[src/rtl/if_id_buffer.sv]
// IF/ID pipeline register with a one-entry skid buffer so the decode view stays steady
// under stall while an in-flight fetch response is still captured.
module if_id_buffer #(
  parameter logic [31:0] NOP_INSTR = 32'h0000_0013,
  parameter logic [31:0] PC_RESET  = 32'h0000_0000
) (
  input  logic        clk,
  input  logic        rst,
  input  logic        if_valid,
  input  logic [31:0] if_pc,
  input  logic [31:0] if_pc_next,
  input  logic        imem_resp,
  input  logic [31:0] imem_rdata,
  input  logic        id_stall,
  input  logic        flush,
  output logic        if_stall,
  output logic        id_valid,
  output logic [31:0] id_pc,
  output logic [31:0] id_pc_next,
  output logic [31:0] id_instr,
  output logic        skid_full
);

  typedef enum logic {StEmpty, StFull} state_e;

  state_e      state_q;
  logic [31:0] skid_pc;
  logic [31:0] skid_pc_next;
  logic [31:0] skid_instr;
  logic        fetch_done;

  assign skid_full  = (state_q == StFull);
  // A response is only consumed while the skid slot is free; otherwise the source holds it.
  assign fetch_done = if_valid & imem_resp & ~skid_full;
  assign if_stall   = skid_full | (if_valid & ~imem_resp) | (id_stall & fetch_done & skid_full);

  always_ff @(posedge clk or negedge rst) begin
    if (!rst) begin
      state_q      <= StEmpty;
      id_valid     <= 1'b0;
      id_pc        <= PC_RESET;
      id_pc_next   <= PC_RESET;
      id_instr     <= NOP_INSTR;
      skid_pc      <= PC_RESET;
      skid_pc_next <= PC_RESET;
      skid_instr   <= NOP_INSTR;
    end else if (flush) begin
      // PCs are left alone so trace data of the squashed slot stays meaningful.
      state_q  <= StEmpty;
      id_valid <= 1'b0;
      id_instr <= NOP_INSTR;
    end else if (!id_stall) begin
      if (state_q == StFull) begin
        state_q    <= StEmpty;
        id_valid   <= 1'b1;
        id_pc      <= skid_pc;
        id_pc_next <= skid_pc_next;
        id_instr   <= skid_instr;
      end else if (fetch_done) begin
        id_valid   <= 1'b1;
        id_pc      <= if_pc;
        id_pc_next <= if_pc_next;
        id_instr   <= imem_rdata;
      end else begin
        id_valid <= 1'b0;
        id_instr <= NOP_INSTR;
      end
    end else if ((state_q == StEmpty) && fetch_done) begin
      state_q      <= StFull;
      skid_pc      <= if_pc;
      skid_pc_next <= if_pc_next;
      skid_instr   <= imem_rdata;
    end
  end

endmodule
[config.mk]
export PLATFORM = sky130hd
export DESIGN_NAME = if_id_buffer
export DESIGN_NICKNAME = d
export VERILOG_FILES = /design/src/rtl/if_id_buffer.sv
export SDC_FILE = /design/constraint.sdc
export NUM_CORES = 1
export LEC_CHECK = 0
export ABC_AREA = 1
export CAP_MARGIN = 10
export CORE_MARGIN = 4
export CORE_UTILIZATION = 48
export DETAILED_ROUTE_END_ITERATION = 10
export PLACE_DENSITY_LB_ADDON = 0.12
export SKIP_CTS_REPAIR_TIMING = 1
export SYNTH_ARGS = -nofsm -noshare
export SYNTH_HDL_FRONTEND = slang
export SYNTH_SLANG_ARGS = --single-unit
[constraint.sdc]
create_clock -name clk -period 1.75 [get_ports clk]
set_clock_uncertainty 0.2 [all_clocks]
set_input_delay 0.175 -clock clk [delete_from_list [all_inputs] [get_ports clk]]
set_output_delay 0.175 -clock clk [all_outputs]
set_load 0.01 [all_outputs]
======== Word-level counts from Yosys, hierarchy flattened ========
Index checks and enable logic that the tools add are counted.
cells by class
  eq/ne operators ......................... 2
  multiplexer cells ....................... 15
  bitwise logic cells ..................... 11
  reduce and logical (&&, ||, !) cells .... 4
operators with widths
  cell                  count
  $mux W32              8
  $mux W1               7
  $reduce_and A3 Y1     2
  $and A1 B1 Y1         5
  $not A1 Y1            4
  $ne A3 B1 Y1 const B  1
  $ne A2 B1 Y1 const B  1
  $or A1 B1 Y1          2
  $reduce_bool A2 Y1    1
  $logic_and A1 B1 Y1   1
word-level totals
  register bits ........................... 194
  input port bits ......................... 102
  output and inout port bits .............. 99
  logic and storage cells ................. 40

======== Longest topological paths before layout ========
Gate-level depths: netlist (run 1).
  depth after elaboration ................. 6
  mapped depth ............................ 8
  mapped depth without buffers ............ 6

======== Worst setup path after synthesis (run 1) ========
Ideal clock, no wire load.
  path kind ............................... reg-to-reg
  from .................................... reg state_q, in the netlist skid_full
  to ...................................... reg skid_instr[22]
  library setup time ...................... 0.117 ns
  data arrival time ....................... 1.271 ns
  required time ........................... 1.433 ns
  setup slack ............................. 0.162 ns
  stages on the path, launching flop included .. 8
  path buffers ............................ 3
  clock period less this slack ............ 1.588 ns
  path through ............................ dfrtp_1 buf_4 nor2_4 nand2_2 buf_6 buf_4 nand2_1 nand2_1
on the way
  word-level cells in the longest chain between the ends .. 4
ends and longest elaborated chain
  item                             line    text
  from (decl)                      26      state_e state_q;
  from (signal assigned)           39      state_q <= StEmpty;
  from (signal assigned)           49      state_q <= StEmpty;
  from (signal assigned)           54      state_q <= StEmpty;
  $not A1 Y1 (*)                   34, 68
  $and A1 B1 Y1                    34      assign fetch_done = if_valid & imem_resp & ~skid_full;
  $logic_and A1 B1 Y1 (*)          68      end else if ((state_q == StEmpty) && fetch_done) begin
  $reduce_and A3 Y1 (no line) (*)  --
  to (signal assigned)             72      skid_instr <= imem_rdata;
  to (decl)                        29      logic [31:0] skid_instr;
Every way passes the cells marked *; elsewhere a longest branch is shown, timed or not.
A chain may end at the register's enable or synchronous reset.

======== Worst setup path after layout (run 1) ========
  from .................................... reg state_q, in the netlist skid_full
  to ...................................... out if_stall
on the way
  word-level cells in the longest chain between the ends .. 5
  elaborated cells on any way between the ends .. 6
  those cells by class .................... bitwise: 6
ends and longest elaborated chain
  item                         line  text
  $not A1 Y1                   34
  $and A1 B1 Y1                34
  $and A1 B1 Y1 (2 in series)  35    assign if_stall = skid_full | (if_valid & ~imem_resp) | (id_stall & fetch_done & skid_full);
  $or A1 B1 Y1 (*)             35
  to (decl)                    16    output logic if_stall,
Marked as above.

==> summary.md, run 1 <==
## Run status
• **run status** finished with violations
• **violated checks** negative setup slack

## Setup path
• **largest fanout on the critical path** 7
• **data arrival time of the worst path** 1.39 ns
• **data required time of the critical path** 1.37 ns
• **slowest CP cell** sky130_fd_sc_hd__dfrtp_4
• **crit path cell chain** buf_4 > inv_4 > o21ai_0 > clkbuf_2
• **stage delay of the slowest cell on the critical path** 0.50 ns
• **critical path start-end classification** reg2out
• **critical path capture point type** primary output
• **kind of start point of the critical path** flip-flop

## Power
• **largest voltage drop on the vdd net** 719.6 µV
• **LEAKAGE** 0.006491 µW
• **PwrDens** 1048 nW/µm²

## Floorplan
• **Die H** 141.7 µm
• **effective utilization at floorplan** 49.28%
• **area of the die** 20,080 µm²
• **FP Rows** 48
• **number of ports placed on the die boundary** 201
• **Core Footprint** 17,420 µm²
• **width of the die** 141.7 µm

## Global routing
• **vias in the first global route** 7,152
• **GRT overflow** 0
• **initial antenna violation count** 0
• **global-route wire length before repair** 36,000 µm
• **GRT Overall Usage** 22.02%
• **maximum number of pins on one net before global-route repair** 56

## STA
• **maximum operating frequency** 0.5653 GHz
• **number of failing setup endpoints in the final timing report** 1
• **transition time at the pin with the least slew margin** 0.4302 ns
• **setup tns final** -0.01905 ns
• **minimum period implied by the final worst setup slack** 1.769 ns
• **worst slack on hold paths** 0.05758 ns
• **total count of max-transition violations in the final report** 0
• **number of failing hold endpoints at the final stage** 0
• **relative slew slack** 71.32%
• **part of the cycle the worst path needs** 101.1%
• **worst setup slack after layout** -0.01905 ns
• **setup repair after global routing missed its margin** yes

## Place
• **I/O Buffers** 200
• **routability congestion estimate** 0.7801
• **hpwl dp** 14,770 µm
• **Post-Place Worst Slack** -0.1260 ns

## Final layout
• **proportion of layout cells with a drive suffix above 1** 7.031%
• **layout overhead on the synthesized area** 37.16%
• **total area of multi-input combinational cells** 3102 µm²
• **# diodes** 0
• **leading cell types in the layout, fill and taps excluded** sky130_fd_sc_hd__nand2_1, sky130_fd_sc_hd__dfrtp_1, sky130_fd_sc_hd__clkdlybuf4s50_1
• **number of fill cells** 1,502
• **combined flip-flop and latch cell area** 4866 µm²
• **Nets** 1,370
• **most common cell after layout, fill and taps aside** sky130_fd_sc_hd__nand2_1

## Logic synthesis
• **count of distinct cell types in the synthesized netlist** 19
• **number of nets in the synthesized netlist** 1,174
• **register bit total from synthesis** 194
• **portion of the post-synthesis area used by sequential elements** 56.65%
• **Avg Inst Size Synth** 8.007 µm²
• **Post-Synthesis Cell Area** 8583 µm²
• **Synth Instances** 1,072
• **number of warnings reported in the yosys synthesis log** 0

## CTS
• **cell chosen for the clock root** sky130_fd_sc_hd__clkbuf_16
• **clock tree from TritonCTS** built
• **clock slew at the register clock pins of the worst setup and hold paths** 0.07 ns
• **number of sinks handled by clock tree synthesis** 194
• **maximum buffer depth of the clock tree** 2
• **Num CTS Buffers** 17
• **Worst-Skew Late Latency** 0.42 ns
• **maximum level of the CTS H-tree** 4

## Detailed routing
• **first-iteration detailed-routing DRC count** 561
• **DR vias** 7,456
• **Post-Route WL** 22,100 µm
• **Routed Antenna Nets** 0
• **final routed wire length divided by cell count** 14.68 µm
• **iteration count of the initial detailed-routing pass** 5
• **# DRC** 0
• **Avg Vias per Cell** 4.954

## Job
• **maxcap violations** 0

## Min path
• **Hold WC Path Type** in2async

kinds of logic (layout without fill, tap and decap cells):
logic type	count (synthesis)	in the layout	share of synthesized area [%]
flops	194	194	56.65
buf+inv	136	344	7.303
compound gates	138	138	8.047
simple gates	604	604	28.00
cell usage after synthesis:
cell,number,share of area (%)
sky130_fd_sc_hd__clkbuf_1,29,1.3
sky130_fd_sc_hd__nor2_4,2,0.26
sky130_fd_sc_hd__buf_1,4,0.17
sky130_fd_sc_hd__inv_1,66,2.9
sky130_fd_sc_hd__o21ai_1,22,1.3
sky130_fd_sc_hd__o21ai_0,113,6.6
sky130_fd_sc_hd__buf_6,8,1.0
sky130_fd_sc_hd__and2_1,1,0.073
sky130_fd_sc_hd__buf_2,18,1.0
sky130_fd_sc_hd__dfrtp_1,188,55
sky130_fd_sc_hd__buf_4,9,0.79
sky130_fd_sc_hd__nand2_2,2,0.15
sky130_fd_sc_hd__dfstp_2,6,1.8
sky130_fd_sc_hd__nand3_1,33,1.9
sky130_fd_sc_hd__nand4_1,29,2.1
sky130_fd_sc_hd__nand2_1,533,23
sky130_fd_sc_hd__inv_2,2,0.087
sky130_fd_sc_hd__a21oi_1,3,0.17
sky130_fd_sc_hd__nor2_1,4,0.17
metrics by stage:
stage | power (µW) | area [µm²] | utilization (%) | instances
after global placement | 8093 | 10970 | 62.97 | 1470
after detailed placement | 8169 | 10970 | 62.97 | 1470
after CTS | 12450 | 11610 | 66.69 | 1501
after floorplan | 6765 | 8583 | - | 1072
after global routing | 12990 | 11770 | 67.59 | 1505
final | 12340 | 11770 | 67.59 | 1505
worst max-delay path, delay by kind of cell, from the launching register on:
kind / cells / cell delay, ns
buffers and inverters: 3 / 0.38
AOI/OAI and AO/OA: 1 / 0.09
DFF: 1 / 0.50
state kept, by name, indices dropped and copies added, names as in the netlist:
| signal | cells |
|---|---|
| skid_full | 1 |
| skid_pc | 32 |
| id_pc_next | 32 |
| id_pc | 32 |
| id_valid | 1 |
| id_instr | 32 |
| skid_pc_next | 32 |
| skid_instr | 32 |
report_power, final:
| part | switching (µW) | internal (µW) | total (µW) | leakage (µW) |
|---|---|---|---|---|
| Sequential | 415 | 5280 | 5700 | 0.00246 |
| Combinational | 1130 | 1210 | 2350 | 0.00372 |
| Clock | 1710 | 2580 | 4300 | 0.000312 |
| Total | 3260 | 9080 | 12300 | 0.00649 |
worst paths after layout:
check                                     startpoint                        end  slack (ns)  depth (start not counted)
setup / recovery               skid_full$_DFFE_PN0P_                   if_stall       -0.02                          4
hold / removal                                   rst      id_pc[17]$_DFFE_PN0P_        0.06                          2
setup reg to reg               skid_full$_DFFE_PN0P_    skid_pc[13]$_DFFE_PN0P_        0.05                          6
hold reg to reg            skid_instr[0]$_DFFE_PN1P_  skid_instr[0]$_DFFE_PN1P_        0.26                          2
max in group asynchronous                        rst    skid_pc[26]$_DFFE_PN0P_        0.70                          3
min in group clk                       imem_rdata[0]  skid_instr[0]$_DFFE_PN1P_        0.12                          3
layout make-up:
type	instances	share of cell area (%)
Timing Repair Buffer	245	22.24
Multi-Input combinational cell	742	26.35
Inverter	68	2.189
Clock inverter	12	1.732
Tap cell	225	2.391
Sequential cell	194	41.33
Clock buffer	19	3.762
layer usage:
| metal | vias up | part of all wire (%) | global-route usage [%] |
|---|---|---|---|
| li1 | 3730 | - | - |
| met3 | 19 | 6.6 | 5.460 |
| met5 | - | 0 | 0 |
| met4 | 0 | 1.1 | 5.657 |
| met1 | 3488 | 45 | 30.42 |
| met2 | 219 | 47 | 35.12 |
(Power assumes the default switching activity.)
==> run 2: changes to the inputs <==
--- a/config.mk
+++ b/config.mk
@@ -8,7 +8,7 @@
 export ABC_AREA = 1
 export CAP_MARGIN = 10
 export CORE_MARGIN = 4
-export CORE_UTILIZATION = 48
+export CORE_UTILIZATION = 50
 export DETAILED_ROUTE_END_ITERATION = 10
 export PLACE_DENSITY_LB_ADDON = 0.12
 export SKIP_CTS_REPAIR_TIMING = 1
==> summary.md, run 2 (same netlist as run 1, synthesis figures left out) <==
## Min path
• **Hold WC Path Type** in2async

## Final layout
• **proportion of layout cells with a drive suffix above 1** 7.031%
• **Nets** 1,369
• **leading cell types in the layout, fill and taps excluded** sky130_fd_sc_hd__nand2_1, sky130_fd_sc_hd__dfrtp_1, sky130_fd_sc_hd__clkdlybuf4s50_1
• **most common cell after layout, fill and taps aside** sky130_fd_sc_hd__nand2_1
• **Layout Cell Area excl Fill** 11,700 µm²
• **# diodes** 0
• **layout overhead on the synthesized area** 36.31%
• **number of standard cells in the final layout excluding fillers** 1,500
• **number of fill cells** 1,350
• **fin util** 70.06%

## Floorplan
• **effective utilization at floorplan** 51.39%
• **Core Footprint** 16,700 µm²
• **number of ports placed on the die boundary** 201
• **area of the die** 19,330 µm²
• **width of the die** 139.0 µm
• **Die H** 139.0 µm
• **FP Rows** 47

## Place
• **hpwl dp** 14,720 µm
• **total placed instance area** 11,000 µm²
• **I/O Buffers** 200
• **routability congestion estimate** 0.8048
• **number of placed cells counting well taps** 1,467
• **Post-Place Worst Slack** -0.1026 ns

## Detailed routing
• **routed length on met3** 1487 µm
• **amount of wire on met2 after detailed routing** 10,620 µm
• **Highest Signal Layer** met4
• **DR vias** 7,593
• **met1 wire length** 9689 µm
• **Post-Route WL** 22,090 µm
• **Avg Vias per Cell** 5.062
• **final routed wire length divided by cell count** 14.73 µm
• **first-iteration detailed-routing DRC count** 563
• **Routed Antenna Nets** 0
• **iteration count of the initial detailed-routing pass** 5
• **# DRC** 0

## Global routing
• **GRT overflow** 0
• **initial antenna violation count** 0
• **vias in the first global route** 7,341
• **maximum number of pins on one net before global-route repair** 73
• **global-route wire length before repair** 36,800 µm
• **GRT Overall Usage** 22.89%

## Power
• **largest voltage drop on the vdd net** 696.4 µV
• **PwrDens** 1005 nW/µm²
• **LEAKAGE** 0.006508 µW

## Setup path
• **stage delay of the slowest cell on the critical path** 0.57 ns
• **kind of start point of the critical path** flip-flop
• **critical path capture point type** primary output
• **largest fanout on the critical path** 2
• **crit path cell chain** clkdlybuf4s50_1
• **cell class contributing the biggest share of worst-path delay** buffers and inverters
• **data required time of the critical path** 1.37 ns
• **critical path start-end classification** reg2out
• **data arrival time of the worst path** 1.34 ns
• **number of buffer and inverter instances along the worst setup path** 1
• **slowest CP cell** sky130_fd_sc_hd__clkdlybuf4s50_1

## CTS
• **maximum buffer depth of the clock tree** 2
• **clock slew at the register clock pins of the worst setup and hold paths** 0.07 ns
• **Num CTS Buffers** 17
• **number of sinks handled by clock tree synthesis** 194
• **Worst-Skew Late Latency** 0.42 ns
• **cell chosen for the clock root** sky130_fd_sc_hd__clkbuf_16
• **maximum level of the CTS H-tree** 4
• **clock tree from TritonCTS** built

## STA
• **total count of max-transition violations in the final report** 0
• **part of the cycle the worst path needs** 97.75%
• **worst setup slack after layout** 0.03932 ns
• **number of failing hold endpoints at the final stage** 0
• **worst slack on hold paths** 0.05286 ns
• **relative slew slack** 71.44%
• **number of failing setup endpoints in the final timing report** 0
• **maximum operating frequency** 0.5846 GHz
• **minimum period implied by the final worst setup slack** 1.711 ns
• **transition time at the pin with the least slew margin** 0.4284 ns

## Run status
• **run status** finished, final reports clean

## Job
• **maxcap violations** 0

run 2: cell count changes in the layout (fill, tap and decap cells not counted), sizes merged:
cell,previous run,this run
bufinv,5,1
clkbuf,22,18
clkdlybuf4s50,154,148
clkinv,2,4
clkinvlp,2,6
dlymetal6s2s,44,51
inv,71,72
run 2: final timing paths:
check	start	to	slack (ns)	cells past startpoint
max	id_pc[2]$_DFFE_PN0P_	id_pc[2]	0.04	1
min	rst	skid_pc[18]$_DFFE_PN0P_	0.05	2
max reg2reg	skid_full$_DFFE_PN0P_	id_pc[24]$_DFFE_PN0P_	0.20	6
min reg2reg	skid_instr[0]$_DFFE_PN1P_	skid_instr[0]$_DFFE_PN1P_	0.26	2
max in group asynchronous	rst	id_instr[20]$_DFFE_PN0N_	0.67	3
min in group clk	if_pc[18]	skid_pc[18]$_DFFE_PN0P_	0.11	3
run 2: per-layer routing:
| layer | GRT usage [%] | vias up |
|---|---|---|
| li1 | - | 3740 |
| met1 | 31.18 | 3579 |
| met2 | 37.38 | 252 |
| met3 | 5.310 | 22 |
| met4 | 5.922 | 0 |
| met5 | 0 | - |
run 2: stage by stage:
stage / setup TNS (ns) / power [µW]
floorplan: 0 / 6765
global placement: -3.742 / 8100
detailed placement: -7.179 / 8184
CTS: -1.089 / 11910
global route: -0.03710 / 12380
finish: 0 / 11760
run 2: cell type report:
class	count	area (µm²)	share of cell area, %
Clock buffer	17	425.4	3.636
Clock inverter	15	132.6	1.134
Inverter	68	257.7	2.203
Timing Repair Buffer	244	2641	22.58
Tap cell	220	275.3	2.353
Sequential cell	194	4866	41.59
Multi-Input combinational cell	742	3102	26.51
run 2: where the power goes:
| group | internal, µW | leakage (µW) | total [µW] | switching [µW] |
|---|---|---|---|---|
| clock network | 1970 | 0.000260 | 3710 | 1740 |
| registers | 5280 | 0.00246 | 5720 | 442 |
| logic | 1200 | 0.00378 | 2320 | 1120 |
==> run 3: changes to the inputs <==
==> constraint.sdc (replaced) <==
create_clock -name clk -period 1.95 [get_ports clk]
set_clock_uncertainty 0.2 [all_clocks]
set_input_delay 0.195 -clock clk [delete_from_list [all_inputs] [get_ports clk]]
set_output_delay 0.195 -clock clk [all_outputs]
set_load 0.01 [all_outputs]
==> summary.md, run 3 (same netlist as run 1, synthesis figures left out) <==
## Floorplan
• **area of the die** 19,330 µm²
• **width of the die** 139.0 µm
• **number of ports placed on the die boundary** 201
• **Core Footprint** 16,700 µm²
• **Die H** 139.0 µm
• **FP Rows** 47
• **effective utilization at floorplan** 51.39%

## CTS
• **maximum buffer depth of the clock tree** 2
• **Worst-Skew Late Latency** 0.42 ns
• **number of sinks handled by clock tree synthesis** 194
• **cell chosen for the clock root** sky130_fd_sc_hd__clkbuf_16
• **Num CTS Buffers** 17
• **clock tree from TritonCTS** built
• **clock slew at the register clock pins of the worst setup and hold paths** 0.07 ns
• **maximum level of the CTS H-tree** 4

## STA
• **maximum operating frequency** 0.5262 GHz
• **setup tns final** 0 ns
• **relative slew slack** 65.91%
• **worst slack on hold paths** 0.01333 ns
• **number of failing setup endpoints in the final timing report** 0
• **transition time at the pin with the least slew margin** 0.5114 ns
• **total count of max-transition violations in the final report** 0
• **part of the cycle the worst path needs** 97.47%
• **minimum period implied by the final worst setup slack** 1.901 ns
• **number of failing hold endpoints at the final stage** 0
• **setup repair after global routing missed its margin** no

## Detailed routing
• **final routed wire length divided by cell count** 14.44 µm
• **first-iteration detailed-routing DRC count** 537
• **# DRC** 0
• **iteration count of the initial detailed-routing pass** 5
• **DR vias** 7,471
• **Avg Vias per Cell** 5.055
• **Post-Route WL** 21,350 µm
• **Routed Antenna Nets** 0

## Final layout
• **number of standard cells in the final layout excluding fillers** 1,478
• **fin util** 68.17%
• **layout overhead on the synthesized area** 32.64%
• **# diodes** 0
• **leading cell types in the layout, fill and taps excluded** sky130_fd_sc_hd__nand2_1, sky130_fd_sc_hd__clkdlybuf4s50_1, sky130_fd_sc_hd__dfrtp_1
• **total area of multi-input combinational cells** 3102 µm²
• **Nets** 1,349
• **combined flip-flop and latch cell area** 4866 µm²
• **proportion of layout cells with a drive suffix above 1** 5.246%
• **number of fill cells** 1,420
• **most common cell after layout, fill and taps aside** sky130_fd_sc_hd__nand2_1

## Place
• **routability congestion estimate** 0.7994
• **number of placed cells counting well taps** 1,447
• **I/O Buffers** 200
• **hpwl dp** 13,730 µm

## Global routing
• **initial antenna violation count** 0
• **global-route wire length before repair** 35,660 µm
• **GRT overflow** 0
• **maximum number of pins on one net before global-route repair** 88
• **vias in the first global route** 7,099
• **GRT Overall Usage** 22.24%

## Power
• **Sw Ratio** 26.40%
• **combinational power share** 19.3%
• **cell-internal power** 7897 µW
• **PwrDens** 942.5 nW/µm²
• **largest voltage drop on the vdd net** 623.8 µV
• **LEAKAGE** 0.005742 µW
• **Switch Pwr** 2833 µW
• **Seq pwr share** 47.8%
• **share of total power in the clock network** 32.9%

## Setup path
• **largest fanout on the critical path** 2
• **setup slack, reg-to-reg** 0.25 ns
• **CP startpoint** id_instr[4]$_DFFE_PN1N_
• **number of buffer and inverter instances along the worst setup path** 1
• **slowest CP cell** sky130_fd_sc_hd__dfstp_2
• **crit path cell chain** clkdlybuf4s50_1
• **data required time of the critical path** 1.55 ns
• **Critical R2R Launch** skid_full$_DFFE_PN0P_
• **critical path capture point** id_instr[4]
• **count of cells along the worst register-to-register path** 4
• **critical register-to-register path endpoint** id_pc_next[2]$_DFFE_PN0P_
• **stage delay of the slowest cell on the critical path** 0.55 ns
• **critical path capture point type** primary output
• **cell class contributing the biggest share of worst-path delay** flip-flops
• **data arrival time of the worst path** 1.51 ns
• **Worst path depth** 1
• **kind of start point of the critical path** flip-flop
• **critical path start-end classification** reg2out

## Min path
• **Hold WC Path Type** in2async

## Run status
• **run status** finished, final reports clean

## Job
• **maxcap violations** 0

## run 3: changes by cell type in the layout (fill, tap and decap cells not counted), sizes merged
| cell | delta |
|---|---|
| clkinvlp | -4 |
| dlymetal6s2s | -49 |
| bufinv | +2 |
| inv | -4 |
| buf | -20 |
| clkbuf | +4 |
| clkdlybuf4s50 | +49 |
## run 3: how the worst min path moves through the flow
stage          start                  endpoint  slack (ns)
6_report         rst     id_pc[19]$_DFFE_PN0P_        0.01
5_1_grt          rst     id_pc[19]$_DFFE_PN0P_        0.02
4_1_cts          rst     id_pc[11]$_DFFE_PN0P_       -0.56
3_5_place_dp     rst     id_pc[19]$_DFFE_PN0P_       -0.10
3_3_place_gp     rst   skid_pc[18]$_DFFE_PN0P_       -0.11
2_1_floorplan    rst  id_instr[10]$_DFFE_PN0N_       -0.30
## run 3: routing by layer
| layer | track usage (%) | routed length [µm] | vias to the layer above |
|---|---|---|---|
| met2 | 35.95 | 10130 | 216 |
| li1 | - | - | 3693 |
| met5 | 0 | 0 | - |
| met3 | 5.379 | 1446 | 21 |
| met4 | 5.561 | 253 | 0 |
| met1 | 30.56 | 9512 | 3541 |
## run 3: final cells by class
type,count,area share (%)
clock buffers,21,4.044
inverters,68,2.242
well taps,220,2.418
flip-flops and latches,194,42.74
multi-input cells,742,27.24
clock inverters,9,1.165
repair buffers,224,20.15
## run 3: power groups by stage
stage                     combinational, µW  sequential (µW)  clock [µW]
after CTS                              2110             5130        3590
final                                  2070             5130        3530
after global routing                   2320             5210        3770
after global placement                 2050             5170           0
after floorplan                         802             5270           0
after detailed placement               2100             5190           0
## run 3: metrics by stage
step | setup slack [ns] | total power, µW | cell area [µm²]
global placement | 0.02593 | 7213 | 10780
finish | 0.04940 | 10730 | 11380
detailed placement | 0.02960 | 7289 | 10780
CTS | -0.1431 | 10830 | 11370
floorplan | 0.3620 | 6071 | 8583
global route | 0.002916 | 11300 | 11380
